File: config.mk
export PLATFORM = sky130hd
export DESIGN_NAME = counter_mod_updown
export DESIGN_NICKNAME = d
export VERILOG_FILES = /design/src/rtl/counter_mod_updown.sv
export SDC_FILE = /design/constraint.sdc
export NUM_CORES = 1
export LEC_CHECK = 0
export BUFFER_PORTS_ARGS = -buffer_cell sky130_fd_sc_hd__buf_2
export CORE_AREA = 2 2 39 41
export CTS_BUF_LIST = sky130_fd_sc_hd__clkbuf_8
export DETAILED_ROUTE_END_ITERATION = 10
export DIE_AREA = 0 0 41 43
export HOLD_SLACK_MARGIN = 0.08
export SYNTH_ARGS = -nofsm -noshare
export SYNTH_HDL_FRONTEND = slang
export SYNTH_SLANG_ARGS = --single-unit
export TNS_END_PERCENT = 1
File: constraint.sdc
create_clock -name CLK -period 2.1 [get_ports CLK]
set_input_delay 0.42 -clock CLK [delete_from_list [all_inputs] [get_ports CLK]]
set_output_delay 0.42 -clock CLK [all_outputs]
set_load 0.005 [all_outputs]
File: src/rtl/counter_mod_updown.sv
// Parametrised up/down modulo counter with clock enable, parallel load,
// optional saturation at the range ends and a registered carry/borrow pulse.
module counter_mod_updown #(
  parameter int unsigned WIDTH    = 4,
  parameter int unsigned MAX      = (1 << WIDTH) - 1,
  parameter int unsigned INIT     = 0,
  parameter bit          SATURATE = 1'b0
) (
  input  logic             CLK,
  input  logic             RESET,
  input  logic             CE,
  input  logic             UP,
  input  logic             LOAD,
  input  logic [WIDTH-1:0] D,
  output logic [WIDTH-1:0] O,
  output logic             COUT,
  output logic             ZERO
);

  typedef logic [WIDTH:0]   ext_t;
  typedef logic [WIDTH-1:0] cnt_t;

  localparam ext_t MAX_X  = ext_t'(MAX);
  localparam cnt_t MAX_V  = cnt_t'(MAX);
  localparam cnt_t INIT_V = cnt_t'(INIT);

  if (WIDTH < 1 || longint'(MAX) >= (longint'(1) << WIDTH)) begin : g_bad_max
    $error("counter_mod_updown: MAX must lie in 0..2**WIDTH-1");
  end
  if (INIT > MAX) begin : g_bad_init
    $error("counter_mod_updown: INIT must not exceed MAX");
  end

  ext_t o_x;
  ext_t d_x;
  cnt_t nxt_o;
  logic nxt_cout;

  // Range compares use one extra bit so MAX = 2**WIDTH-1 never aliases.
  assign o_x = {1'b0, O};
  assign d_x = {1'b0, D};

  always_comb begin
    nxt_o    = O;
    nxt_cout = 1'b0;
    if (LOAD) begin
      nxt_o = (d_x > MAX_X) ? MAX_V : D;
    end else if (CE) begin
      if (UP) begin
        if (o_x >= MAX_X) begin
          nxt_cout = 1'b1;
          nxt_o    = SATURATE ? MAX_V : '0;
        end else begin
          nxt_o = O + cnt_t'(1);
        end
      end else begin
        if (o_x == '0) begin
          nxt_cout = 1'b1;
          nxt_o    = SATURATE ? cnt_t'(0) : MAX_V;
        end else begin
          nxt_o = O - cnt_t'(1);
        end
      end
    end
  end

  always_ff @(posedge CLK) begin
    if (RESET) begin
      O    <= INIT_V;
      COUT <= 1'b0;
    end else begin
      O    <= nxt_o;
      COUT <= nxt_cout;
    end
  end

  assign ZERO = (O == '0);

endmodule

==> flow_metrics.tcl <==
set metrics [dict create \
    outcome "finished clean" \
    first_global_vias 365 \
    synth-seq-cells 5 \
    ys_types 24 \
    final_cells 76 \
    fp.dieW_um 41 \
    holdWs_ps 423.7 \
    slowest_delay_ps 430 \
    drt_iter0_drc 4 \
    area_growth_pct 38.16 \
    rrSetupSlack_ps 530 \
    final-setup-viol-count 0 \
    skew_ps 5.266 \
    root_buffer "clkbuf_8" \
    power_density_nw_per_um2 753.8 \
    antenna_found_initial 0 \
    cts.hold.buffers_added 0 \
    drc 0 \
    tightestPinTransition_ps 280.4 \
    fill_cells 144 \
    dpl.hpwl_um 656.5 \
    ctsResizeCount 0 \
    placed_cells 72 \
    vias 381 \
    final_max_slew_viol_count 0 \
    design.core.area_um2 1384 \
    min_path_cells 2 \
    clk_pin_slew_ps 40 \
    period_needed_ps 1692 \
    routedWlPerCell_um 11.26 \
    start_util_pct 25.59 \
    fmax_ghz 0.5911 \
    numCtsBuffers 3 \
    path_max_fanout 7 \
    multi_input_area_um2 235.2 \
    nets 72 \
    finalHoldViolCount 0 \
    path_cells "inv_1 -> ha_1 -> nor3b_1 -> buf_2" \
    grt_pass1_wl_um 1428 \
    clock_latency_ps 230 \
    crit_slowest_cell "dfxtp_1" \
    avgSynthCellArea_um2 8.431 \
    syn-num-nets 53 \
    start_kind "flip-flop" \
    grt_usage_pct 12.85 \
    crit_arrival_ps 1270 \
    gr-total-overflow 0 \
    crit_type "reg -> out" \
    endpoint_kind "output pin" \
    cp.required_ps 1680 \
    final_layout_size_suffix_gt1_share_pct 35.00 \
    gp_congestion 0.7639 \
    postCtsSetupBuffers 0 \
    drt_wl_total_um 856 \
    num_rows 14 \
    period_share_pct 80.56 \
    p_leak_nw 0.2213 \
    synth_area_leader_cell "dfxtp_1" \
    finalSetupTns_ps 0 \
    htree_levels 1 \
    synthTopCellsByArea "dfxtp_1 28%, ha_1 7.1%, a21oi_1 5.7%" \
    num_antenna_cells 0 \
    die_height_um 43 \
    yosysSeqAreaShare_pct 28.27 \
    ant_nets 0 \
    port_buffers 14 \
    tritoncts "yes" \
    regArea_um2 100.1 \
    io_pins 15 \
    ir_drop_mv 0.3728 \
    reg2reg_depth 6 \
    fin_total_pwr_mw 0.3688 \
    rsz0062_at_grt "false" \
    final_util_pct 35.35 \
    grt_max_degree 10 \
    vias_per_cell 5.013 \
    relSlewSlack_pct 81.15 \
    maxCapViolCount 0 \
    cts.sinks 5 \
    die_area_um2 1763 \
    ys_warn_count 0 \
    syn_inst 42 \
    max-clock-path-buffers 2 \
    yosysTopAreaCellShare_pct 28.27 \
    drt_pre_antenna_iters 3 \
    hp-class "in -> reg" \
    syn_area_um2 354.1 \
]
cells by family (layout without fill, tap and decap cells):
logic type / after synthesis / count (layout) / synth area share, %
AO/OA/AOI/OAI: 14 / 14 / 29.33
XOR/XNOR: 2 / 2 / 4.948
adder cells (fa/ha/maj): 2 / 2 / 7.066
buffers and inverters: 5 / 23 / 5.298
flip-flops: 5 / 5 / 28.27
multiplexers: 2 / 2 / 6.007
AND/OR/NAND/NOR: 12 / 12 / 19.08
path summary, 6_finish.rpt:
kind               from    to
hold / removal    RESET  O[2]
setup reg to reg   O[0]  O[0]
hold reg to reg    O[2]  COUT
setup / recovery   O[0]  ZERO
state kept, by name (all words and copies together), names as in the netlist:
| signal | count |
|---|---|
| O | 4 |
| COUT | 1 |
synthesized netlist by cell type:
| library cell | instances |
|---|---|
| dfxtp_1 | 5 |
| a21oi_1 | 4 |
| inv_1 | 4 |
| nor2_1 | 3 |
| a211oi_1 | 2 |
| ha_1 | 2 |
| nand2_1 | 2 |
| nor3b_1 | 2 |
| o21ai_0 | 2 |
| xnor2_1 | 2 |
| a21bo_1 | 1 |
| a21boi_0 | 1 |
| a311o_1 | 1 |
| a41oi_2 | 1 |
| inv_2 | 1 |
| mux2_2 | 1 |
| mux2i_1 | 1 |
| nand3_1 | 1 |
| nand4_1 | 1 |
| nor3_1 | 1 |
| o21bai_1 | 1 |
| o31ai_1 | 1 |
| or4_1 | 1 |
| or4b_2 | 1 |
where the power goes:
part	total [mW]	switching, mW	internal [mW]
Clock	0.178	0.0523	0.126
Combinational	0.0756	0.0359	0.0397
Sequential	0.115	0.0124	0.103
final cells by class:
type	count	share of cell area, %
Multi-Input combinational cell	32	48.08
Tap cell	16	4.092
Clock buffer	3	8.440
Sequential cell	5	20.46
Timing Repair Buffer	14	14.32
Inverter	5	3.836
Clock inverter	1	0.7673
cell usage in the layout (no fill, tap or decap):
cell and instances:
o31ai_1 1, buf_2 14, inv_2 1, or4_1 1, o21ai_0 2, inv_1 5
a21bo_1 1, a211oi_1 2, a311o_1 1, o21bai_1 1, mux2_2 1, nand2_1 2
xnor2_1 2, nor2_1 3, a21boi_0 1, a41oi_2 1, mux2i_1 1, nand4_1 1
clkbuf_8 3, a21oi_1 4, nand3_1 1, nor3_1 1, dfxtp_1 5, ha_1 2
or4b_2 1, nor3b_1 2
critical path: cells and delay by family (launching register included):
family / cells / cell delay (ps)
fa+ha+maj: 1 / 240
buf+inv: 2 / 230
flops: 1 / 430
simple gates: 1 / 140
metal layers:
metal,vias up,wire [um],track usage [%]
met4,0,34,14.00
met5,-,0,0
met3,4,34,3.141
met1,176,379,14.15
li1,192,-,-
met2,9,408,17.81
stage by stage:
step / worst slack [ps] / cell area (um2)
2_1_floorplan: 620.5 / 354.1
3_3_place_gp: 571.7 / 444.2
3_5_place_dp: 542.2 / 444.2
4_1_cts: 397.4 / 489.2
5_1_grt: 323.9 / 489.2
6_report: 408.2 / 489.2
(Power assumes the default switching activity.)
